**src/rtl/fetch_stage.sv**
```systemverilog
// Instruction-fetch stage: PC register, imem read request and IF/ID latch.
// Optional one-entry fetch buffer enabled with `define FETCH_BUF_EN.
module fetch_stage #(
  parameter int                WORD_W  = 32,
  parameter logic [WORD_W-1:0] PC_INIT = '0
) (
  input  logic              CLK,
  input  logic              RST,
  input  logic              ihit,
  input  logic [WORD_W-1:0] imemload,
  input  logic              pc_en,
  input  logic              ifid_en,
  input  logic              flush_ifid,
  input  logic              redirect,
  input  logic [WORD_W-1:0] redirect_pc,
  input  logic              halt,
  output logic              imemREN,
  output logic [WORD_W-1:0] imemaddr,
  output logic [WORD_W-1:0] ifid_instr,
  output logic [WORD_W-1:0] ifid_pc4,
  output logic              ifid_valid,
  output logic              fetch_halted
);

  typedef enum logic [1:0] {
    S_IDLE     = 2'd0,
    S_FETCH    = 2'd1,
    S_BUFFERED = 2'd2,
    S_HALTED   = 2'd3
  } state_t;

  typedef struct packed {
    logic [WORD_W-1:0] instr;
    logic [WORD_W-1:0] pc4;
    logic              valid;
  } ifid_t;

  localparam ifid_t BUBBLE = '{instr: '0, pc4: '0, valid: 1'b0};

  state_t            r_state, w_state_next;
  logic [WORD_W-1:0] r_pc, w_pc_next;
  ifid_t             r_ifid, w_ifid_next;
  logic              w_commit;
  logic              w_redir;
  logic [WORD_W-1:0] w_pc4;
  logic [WORD_W-1:0] w_redir_pc;

  assign w_commit   = (r_state == S_FETCH) && ihit && !redirect;
  assign w_redir    = redirect && pc_en;
  assign w_pc4      = r_pc + WORD_W'(4);
  assign w_redir_pc = redirect_pc & ~WORD_W'(3);

  assign imemaddr     = r_pc;
  assign imemREN      = (r_state == S_FETCH);
  assign fetch_halted = (r_state == S_HALTED);
  assign ifid_instr   = r_ifid.instr;
  assign ifid_pc4     = r_ifid.pc4;
  assign ifid_valid   = r_ifid.valid;

`ifdef FETCH_BUF_EN
  // valid field doubles as buf_full
  ifid_t r_buf, w_buf_next;

  always_comb begin
    w_state_next = r_state;
    w_pc_next    = r_pc;
    w_ifid_next  = r_ifid;
    w_buf_next   = r_buf;

    case (r_state)
      S_IDLE:     w_state_next = S_FETCH;
      S_FETCH:    if (w_commit && !ifid_en && !flush_ifid) w_state_next = S_BUFFERED;
      S_BUFFERED: if (w_redir || flush_ifid || ifid_en) w_state_next = S_FETCH;
      S_HALTED:   w_state_next = S_HALTED;
      default:    w_state_next = S_IDLE;
    endcase
    if (halt) w_state_next = S_HALTED;

    // pc_en gates only redirects; every commit advances the PC
    if (!halt && r_state != S_HALTED) begin
      if (w_redir)       w_pc_next = w_redir_pc;
      else if (w_commit) w_pc_next = w_pc4;
    end

    if (halt || flush_ifid) begin
      w_ifid_next = BUBBLE;
    end else if (ifid_en) begin
      if (r_state == S_BUFFERED && !w_redir)
        w_ifid_next = r_buf;
      else if (w_commit)
        w_ifid_next = '{instr: imemload, pc4: w_pc4, valid: 1'b1};
      else
        w_ifid_next = BUBBLE;
    end

    if (halt || flush_ifid || w_redir)
      w_buf_next = BUBBLE;
    else if (w_commit && !ifid_en)
      w_buf_next = '{instr: imemload, pc4: w_pc4, valid: 1'b1};
    else if (r_state == S_BUFFERED && ifid_en)
      w_buf_next = BUBBLE;
  end

  always_ff @(posedge CLK or posedge RST) begin
    if (RST) r_buf <= BUBBLE;
    else     r_buf <= w_buf_next;
  end
`else
  always_comb begin
    w_state_next = r_state;
    w_pc_next    = r_pc;
    w_ifid_next  = r_ifid;

    case (r_state)
      S_IDLE:   w_state_next = S_FETCH;
      S_FETCH:  w_state_next = S_FETCH;
      S_HALTED: w_state_next = S_HALTED;
      default:  w_state_next = S_IDLE;
    endcase
    if (halt) w_state_next = S_HALTED;

    // a commit with pc_en low is dropped and refetched from the same PC
    if (!halt && r_state != S_HALTED) begin
      if (w_redir)                w_pc_next = w_redir_pc;
      else if (w_commit && pc_en) w_pc_next = w_pc4;
    end

    if (halt || flush_ifid)
      w_ifid_next = BUBBLE;
    else if (ifid_en && w_commit)
      w_ifid_next = '{instr: imemload, pc4: w_pc4, valid: 1'b1};
    else if (ifid_en)
      w_ifid_next = BUBBLE;
  end
`endif

  always_ff @(posedge CLK or posedge RST) begin
    if (RST) begin
      r_state <= S_IDLE;
      r_pc    <= PC_INIT;
      r_ifid  <= BUBBLE;
    end else begin
      r_state <= w_state_next;
      r_pc    <= w_pc_next;
      r_ifid  <= w_ifid_next;
    end
  end

endmodule

```
**config.mk**
```make
export PLATFORM = sky130hd
export DESIGN_NAME = fetch_stage
export DESIGN_NICKNAME = d
export VERILOG_FILES = /design/src/rtl/fetch_stage.sv
export SDC_FILE = /design/constraint.sdc
export NUM_CORES = 1
export LEC_CHECK = 0
export ABC_AREA = 1
export ABC_CLOCK_PERIOD_IN_PS = 6700
export CAP_MARGIN = 30
export CORE_UTILIZATION = 34
export CTS_CLUSTER_SIZE = 14
export DETAILED_ROUTE_END_ITERATION = 12
export PLACE_DENSITY = 0.59
export REMOVE_ABC_BUFFERS = 1
export SLEW_MARGIN = 25
export SYNTH_ARGS = -nofsm -noshare
export SYNTH_HDL_FRONTEND = slang
export SYNTH_SLANG_ARGS = --single-unit
export TNS_END_PERCENT = 20
```
**constraint.sdc**
```tcl
create_clock -name CLK -period 6.7 [get_ports CLK]
set_clock_uncertainty 0.2 [all_clocks]
set_input_delay 0.67 -clock CLK [delete_from_list [all_inputs] [get_ports CLK]]
set_output_delay 0.67 -clock CLK [all_outputs]
set_load 0.02 [all_outputs]
```
==> metrics.cfg, run 1 <==
[placed_design]
place.gp.congestion = 0.800
numPortBuffers = 166
place_hpwl_mm = 9.90

[global_routing]
grt_remaining_overflow = 0
grt_pass1_vias = 4335
antenna_found_initial = 0
grt_max_degree = 62
track_usage_pct = 19.7
grt_first_pass_wirelength_mm = 22.5

[setup_path]
crit_slowest_cell = clkdlybuf4s50_1
path_max_fanout = 24
cp.required_ps = 6770
arrival_ps = 2640
worst_setup_path_start_kind = input pin
cpMostUsedCell = buf_16
cpPeakStageDelay_ps = 550
path_cells = clkdlybuf4s50_1 -> inv_1 -> nor3_2 -> nand3_2 -> inv_2 -> buf_16 -> buf_16 -> a22o_1
end_kind = flip-flop
crit_type = input pin to flip-flop
cp.buffers_inverters = 5
critPathTopFamily = buffers and inverters

[die]
die_h_um = 121
die_area_um2 = 14600
row_count = 43
io_pins = 171
core_region_area_um2 = 13800
die-width_um = 121
initial_utilization_pct = 34.8

[logic_synthesis]
synthTopCellsByArea = dfrtp_1, nand2_1, a22o_1, nor2_1, nand3_1
ys_seq_area_share_pct = 50.0
yosysUniqueCellTypes = 32
synth_seq_cells = 96
synthTopCellsByCount = nand2_1, dfrtp_1, nor2_1
synth_ff_type = dfrtp_1
yosys_warnings = 0
netlist_area_um2 = 4810
async_flop_share_pct = 100
yosysMostFrequentCell = nand2_1
synth_edf_count = 0
synth_top_area_cell = dfrtp_1
avgSynthCellArea_um2 = 8.04
synth_cells = 598
synth_top_area_share_pct = 50.0

[routing]
totalWireLength_mm = 14.0
dr.pass1.iters = 5
antenna_left = 0
vias = 4479
avgRoutedWirePerCell_um = 14.9
drt_iter0_markers = 243
drc = 0
vias_per_cell = 4.76

[clock_tree]
htree_levels = 3
root_buffer = clkbuf_16
cts_buffers = 9
cts_max_path_buffers = 2
clock_latency_ps = 340
ctsResizeCount = 0
cts_hold_buf = 0
post_cts_buffers = 0
cts_tree = done
path_clk_slew_ps = 60
cts_sinks = 96

[sta]
hold_violations = 0
rsz0062_at_grt = no
setup_violations = 0
period_minus_slack_ps = 2570
drv_slew = 0
relSlewSlack_pct = 48.5
hold-worst-slack_ps = 278
finalSetupTns_ps = 0
worst_pin_slew_ps = 772
fmaxAchievable_mhz = 390
period_share_pct = 38.3

[hold_path]
hold_class = flip-flop to flip-flop

[layout]
regArea_um2 = 2400
layout.nets = 828
diodes = 0
drive_gt1_share_pct = 5.79
syn2layout_area_growth_pct = 44.2
n_fill_cell = 1304
multiInputGateArea_um2 = 2100

[pwr]
power_per_cell_area_nw_per_um2 = 171
leakage_nw = 3.22
vdd_drop_max_v = 0.000111

[flow_run]
cap_violations = 0

[run_status]
status = finished clean

registers in the layout, summed over array words and instances (netlist names):
register / count
imemaddr: 30
ifid_valid: 1
ifid_pc4: 31
ifid_instr: 32
r_state: 2
through the flow:
step / setup WS (ps) / utilization [%] / cells / instance area, µm² / total power [mW]
2_1_floorplan: 3320 / - / 572 / 4640 / 0.613
3_3_place_gp: 3540 / 47.5 / 922 / 6570 / 0.666
3_5_place_dp: 3770 / 47.9 / 924 / 6620 / 0.666
4_1_cts: 4100 / 50.1 / 940 / 6930 / 1.20
5_1_grt: 4020 / 50.1 / 940 / 6930 / 1.23
6_report: 4130 / 50.1 / 940 / 6930 / 1.19
where the power goes:
group / switching (mW) / internal, mW / leakage (nW) / total [mW]
Combinational: 0.0347 / 0.0394 / 1.77 / 0.0742
Sequential: 0 / 0.579 / 1.29 / 0.579
Clock: 0.221 / 0.311 / 0.149 / 0.532
Total: 0.256 / 0.930 / 3.22 / 1.19
cell type report:
| type | count | share of cell area [%] |
|---|---|---|
| flip-flops and latches | 96 | 34.7 |
| clock buffers | 12 | 3.70 |
| well taps | 180 | 3.25 |
| multi-input cells | 436 | 30.3 |
| inverters | 40 | 2.20 |
| repair buffers | 172 | 25.2 |
| clock inverters | 4 | 0.740 |
final timing paths:
kind | start | to | slack, ps | cells past startpoint
worst max-delay path | ifid_en | ifid_instr[23]$_DFFE_PP0P_ | 4130 | 8
worst min-delay path | ifid_valid$_DFFE_PP0P_ | ifid_valid$_DFFE_PP0P_ | 280 | 2
worst max register to register | r_state[1]$_DFF_PP0_ | ifid_instr[23]$_DFFE_PP0P_ | 4660 | 6
worst min register to register | ifid_valid$_DFFE_PP0P_ | ifid_valid$_DFFE_PP0P_ | 280 | 2
max in group asynchronous | RST | ifid_instr[7]$_DFFE_PP0P_ | 4640 | 3
min in group asynchronous | RST | ifid_instr[18]$_DFFE_PP0P_ | 500 | 2
layout by cell type (no fill, tap or decap), types with 3 or more instances in the layout:
cell / Yosys / routed
nand2_1: 207 / 207
clkdlybuf4s50_1: 0 / 166
dfrtp_1: 96 / 96
nor2_1: 77 / 77
a22o_1: 40 / 40
inv_1: 37 / 36
nand3_1: 36 / 36
o21ai_0: 22 / 22
a21oi_1: 10 / 10
clkbuf_16: 0 / 9
and2_1: 6 / 6
nor2_2: 6 / 5
nor2_4: 4 / 5
xnor2_1: 5 / 5
buf_4: 3 / 4
nand2_2: 3 / 3
o21ai_1: 3 / 3
inv_2: 3 / 3
xor2_1: 3 / 3
worst min-delay path: cells and delay by family (launching register included):
family / cells / cell delay (ps)
and+or+nand+nor: 2 / 100
DFF: 1 / 340
cell families (layout without fill, tap and decap cells):
kind of cell             after synthesis  in the layout  share of synthesized area (%)
AND/OR/NAND/NOR                      343            343                           29.6
XOR/XNOR                               8              8                           1.46
AO/OA/AOI/OAI                         82             82                           12.0
flip-flops                            96             96                           50.0
adder cells (fa/ha/maj)                1              1                          0.260
other                                  1              2                         0.0780
buffers and inverters                 67            228                           6.56
routing by layer:
layer	part of all wire (%)	global-route usage (%)	vias to the layer above
met5	0	0	-
met4	1.6	6.02	0
met3	6.5	4.09	17
met2	45	30.6	154
met1	47	27.6	2081
li1	-	-	2227
No activity file was read; power rests on OpenSTA's default activity.
==> run 2, diff against run 1 <==
- ABC_CLOCK_PERIOD_IN_PS: 6700 -> 2100
- PLACE_DENSITY: 0.59 -> 0.62
- clock period: 6.7 -> 2.1 ns (I/O delays scaled with it)
==> run 2 against run 1 <==
  * Final cell count grew 0.21%
  * Sequential share of layout area rose by 0.050 points
  * Total power grew to 3.1 times the previous value
  * Global-route usage decreased by 0.40 points
  * Register-to-register slack lost 4400 ps
  * Worst hold slack lost 160 ps
  * Critical path depth is 5 lower
  * Sequential power grew to 3.2 times the previous value
  * Via count increased by 0.11%
  * Wire length fell by 0.83%
  * Clock power grew to 2.9 times the previous value
  * Count of clock-buffer cells in the layout shrank 3
  * Largest power group unchanged
==> metrics.cfg, run 2 (synthesis results as in run 1) <==
[setup_path]
timing.rr.end = imemaddr[22]$_DFFE_PP0P_
worst_setup_path_start_kind = flip-flop
cpPeakStageDelay_ps = 640
end_kind = primary output
cp.required_ps = 1690
crit_slowest_cell = clkdlybuf4s50_1
crit_type = flip-flop to primary output
rrSetupSlack_ps = 230
reg2reg_from = imemaddr[2]$_DFFE_PP0P_
arrival_ps = 1610
reg2regPathDepth = 10
path_max_fanout = 3
path_cells = inv_1 -> nor2_1 -> clkdlybuf4s50_1

[pwr]
power_per_cell_area_nw_per_um2 = 525
clock_power_share_pct = 42.4
switching_share_pct = 23.4
leakage_nw = 3.21
p_switching_mw = 0.850
p_int_mw = 2.78
power_mw = 3.64
pwr-share-comb_pct = 6.8
pwr-share-seq_pct = 50.8
vdd_drop_max_v = 0.000429

[flow_run]
cap_violations = 0

[sta]
setup_violations = 0
drv_slew = 0
finalSetupTns_ps = 0
setup_ws_ps = 82.0
fmaxAchievable_mhz = 496
worst_pin_slew_ps = 696
relSlewSlack_pct = 53.6
rsz0062_at_grt = no
period_share_pct = 96.1
hold_violations = 0
period_minus_slack_ps = 2020
hold-worst-slack_ps = 118

[global_routing]
grt.met1_usage_pct = 27.2
grt_first_pass_wirelength_mm = 22.2
use_met3_pct = 2.77
grt_pass1_vias = 4342
grt_remaining_overflow = 0
grt-busiest-layer = met2
track_usage_pct = 19.3
met2_usage_pct = 30.0
antenna_found_initial = 0
grt_max_degree = 97

[run_status]
status = finished clean

[layout]
most-common-layout-cells = nand2_1, clkdlybuf4s50_1, dfrtp_1
layout.nets = 830
drive_gt1_share_pct = 6.17
syn2layout_area_growth_pct = 44.0
diodes = 0
final_common_cell = nand2_1
largest_reg_flops = 32
postLayoutCoreUtil_pct = 50.1
layoutNonFillerInstCount = 942
finalInstanceArea_um2 = 6920

[clock_tree]
cts_max_path_buffers = 2
cts_buffers = 9
htree_levels = 3
post_cts_buffers = 0
cts_tree = done
path_clk_slew_ps = 70
clock_latency_ps = 350
cts_sinks = 96
ctsResizeCount = 0
cts_hold_buf = 0
root_buffer = clkbuf_16

[placed_design]
placedCellCount = 926
place.gp.congestion = 0.823
preCtsSetupSlack_ps = 116
place_hpwl_mm = 9.58
placed_cell_area_um2 = 6650
numPortBuffers = 166

[hold_path]
hold_class = input pin to asynchronous set/reset pin

[die]
die_area_um2 = 14600
initial_utilization_pct = 34.8
die-width_um = 121
core_region_area_um2 = 13800
io_pins = 171
die_h_um = 121
row_count = 43

[routing]
dr.pass1.iters = 4
antenna_left = 0
vias = 4484
drt_iter0_markers = 222
vias_per_cell = 4.76
avgRoutedWirePerCell_um = 14.8
drc = 0
totalWireLength_mm = 13.9

## run 2: cell types whose count changed in the layout (fill, tap and decap cells not counted)
cell        previous run  this run
clkinv_4               0         1
buf_16                 2         0
clkinv_2               1         3
clkinvlp_4             1         2
bufinv_16              1         0
clkbuf_1               1         0
clkbuf_8               2         0
buf_12                 0         4
## run 2: how the worst max path moves through the flow
stage / startpoint / endpoint / slack (ps) / depth (start not counted)
after floorplan: RST / ifid_instr[0]$_DFFE_PP0P_ / -820 / 1
after global placement: halt / imemaddr[18]$_DFFE_PP0P_ / 130 / 8
after detailed placement: halt / imemaddr[14]$_DFFE_PP0P_ / 120 / 8
after CTS: r_state[1]$_DFF_PP0_ / imemREN / 80 / 2
after global routing: r_state[0]$_DFF_PP0_ / imemREN / 30 / 3
final: r_state[0]$_DFF_PP0_ / imemREN / 80 / 3
## run 2: final cells by class
| class | count | area (µm²) |
|---|---|---|
| fill | 1313 | 6910 |
| sequential | 96 | 2400 |
| multi-input combinational | 436 | 2100 |
| timing repair buffer | 174 | 1770 |
| clock buffer | 9 | 225 |
| tap | 180 | 225 |
| inverter | 40 | 153 |
| clock inverter | 7 | 47.5 |
## run 2: per-layer routing
| metal | part of all wire (%) | up-vias | wire length, µm |
|---|---|---|---|
| met5 | 0 | - | 0 |
| met4 | 1.5 | 0 | 206 |
| met3 | 5.4 | 15 | 751 |
| met2 | 45 | 148 | 6260 |
| met1 | 48 | 2080 | 6690 |
| li1 | - | 2241 | - |
## run 2: critical path: cells and delay by family (launching register included)
kind	cells	cell delay [ps]
flops	1	370
simple gates	1	180
buf+inv	2	710
## run 2: power groups by stage
stage	clock, mW	combinational (mW)	sequential, mW
floorplan	0	0.0707	1.88
CTS	1.58	0.251	1.85
detailed placement	0	0.249	1.88
global placement	0	0.249	1.88
finish	1.54	0.247	1.85
global route	1.66	0.268	1.85
==> run 3, diff against run 2 <==
- CORE_ASPECT_RATIO: default -> 1.5
- CORE_MARGIN: default -> 5
- PLACE_DENSITY: 0.62 -> 0.66
==> run 3 against run 2 <==
  * Utilization is 0.31 points higher
  * Global-route usage is 1.4 points lower
  * Cell area is 1.3% higher
  * Critical path type unchanged
  * Largest cell class unchanged
==> metrics.cfg, run 3 (synthesis results as in run 1) <==
[run_status]
status = finished clean

[setup_path]
reg2reg_from = imemaddr[2]$_DFFE_PP0P_
cp.required_ps = 1690
arrival_ps = 1590
worst_setup_path_start_kind = flip-flop
crit_type = flip-flop to primary output
rrSetupSlack_ps = 200
reg2regPathDepth = 8
end_kind = primary output
path_max_fanout = 3
timing.rr.end = imemaddr[18]$_DFFE_PP0P_

[global_routing]
grt_pass1_vias = 4628
grt_max_degree = 47
antenna_found_initial = 0
use_met3_pct = 4.47
grt.met1_usage_pct = 21.9
grt-busiest-layer = met2
grt_first_pass_wirelength_mm = 24.0
met2_usage_pct = 31.5
track_usage_pct = 17.9
grt_remaining_overflow = 0

[routing]
vias = 4546
dr.pass1.iters = 4
vias_per_cell = 4.88
drt_iter0_markers = 163
drc = 0
avgRoutedWirePerCell_um = 15.9
totalWireLength_mm = 14.8
antenna_left = 0

[layout]
diodes = 0
most-common-layout-cells = nand2_1, clkdlybuf4s50_1, dfrtp_1
n_fill_cell = 1322
drive_gt1_share_pct = 6.52
finalInstanceArea_um2 = 7010
postLayoutCoreUtil_pct = 50.4
largest_reg_flops = 32
syn2layout_area_growth_pct = 46.0
layout.nets = 835
final_common_cell = nand2_1

[pwr]
leakage_nw = 3.27
power_per_cell_area_nw_per_um2 = 572
vdd_drop_max_v = 0.000409

[clock_tree]
root_buffer = clkbuf_16
cts_buffers = 9
clock_latency_ps = 340
cts_max_path_buffers = 2
cts_sinks = 96
htree_levels = 3
ctsResizeCount = 0
path_clk_slew_ps = 70
cts_tree = done

[hold_path]
worstHoldStart = halt
hold_depth = 3
hold-path-endpoint = r_state[1]$_DFF_PP0_
hold_class = input pin to flip-flop

[placed_design]
place.gp.congestion = 0.902
place_hpwl_mm = 11.0
placed_cell_area_um2 = 6660
numPortBuffers = 166

[sta]
worst_pin_slew_ps = 701
hold_violations = 0
drv_slew = 0
fmaxAchievable_mhz = 499
period_minus_slack_ps = 2000
setup_violations = 0
period_share_pct = 95.4
rsz0062_at_grt = no
relSlewSlack_pct = 53.2

[die]
initial_utilization_pct = 34.5
die-width_um = 107
die_area_um2 = 16700
die_h_um = 156
row_count = 53
core_region_area_um2 = 13900
io_pins = 171

[flow_run]
cap_violations = 0

-- run 3: worst max path at each step --
stage                                     from                        end  cells after the start  slack [ps]
final                     r_state[0]$_DFF_PP0_                    imemREN                      3         100
after CTS                 r_state[0]$_DFF_PP0_                    imemREN                      3          80
after floorplan                            RST  ifid_instr[0]$_DFFE_PP0P_                      1        -820
after global placement                    halt   imemaddr[17]$_DFFE_PP0P_                      8         140
after global routing      r_state[0]$_DFF_PP0_                    imemREN                      3          40
after detailed placement                  halt   imemaddr[16]$_DFFE_PP0P_                      8         120
-- run 3: critical path: stages, from the launching register on --
cell and delay [ps]:
dfrtp_1 380, inv_1 60, nor2_1 170, clkdlybuf4s50_1 640
-- run 3: where the power goes --
group / leakage [nW] / internal, mW / switching, mW
Sequential: 1.29 / 1.85 / 0
Combinational: 1.81 / 0.140 / 0.113
Clock: 0.163 / 1.17 / 0.738
Total: 3.27 / 3.16 / 0.851
-- run 3: timing repair --
| action | in CTS | in global routing |
|---|---|---|
| setup buffers | 0 | 0 |
| hold buffers | 1 | 0 |
| endpoints found under the hold margin | 17 | 0 |
-- run 3: area by class of cell --
type	instances	area, µm²	share of cell area [%]
well taps	165	206	2.94
clock inverters	6	115	1.64
repair buffers	179	1810	25.8
clock buffers	10	229	3.26
multi-input cells	436	2100	29.9
inverters	40	153	2.18
flip-flops and latches	96	2400	34.2
-- run 3: layer usage --
layer / up-vias / part of all wire, %
li1: 2247 / -
met3: 15 / 6.2
met5: - / 0
met2: 125 / 51
met1: 2159 / 41
met4: 0 / 1.3
-- run 3: through the flow --
step                setup TNS (ps)  instances  power, mW  setup slack (ps)  hold WS (ps)
finish                           0        932       4.01              97.3           252
global route                     0        932       4.17              38.2           258
CTS                              0        932       4.08              80.7           237
detailed placement               0        915       2.14               116           264
global placement                 0        915       2.14               138           266
floorplan                   -79030        572       1.95              -815          80.3
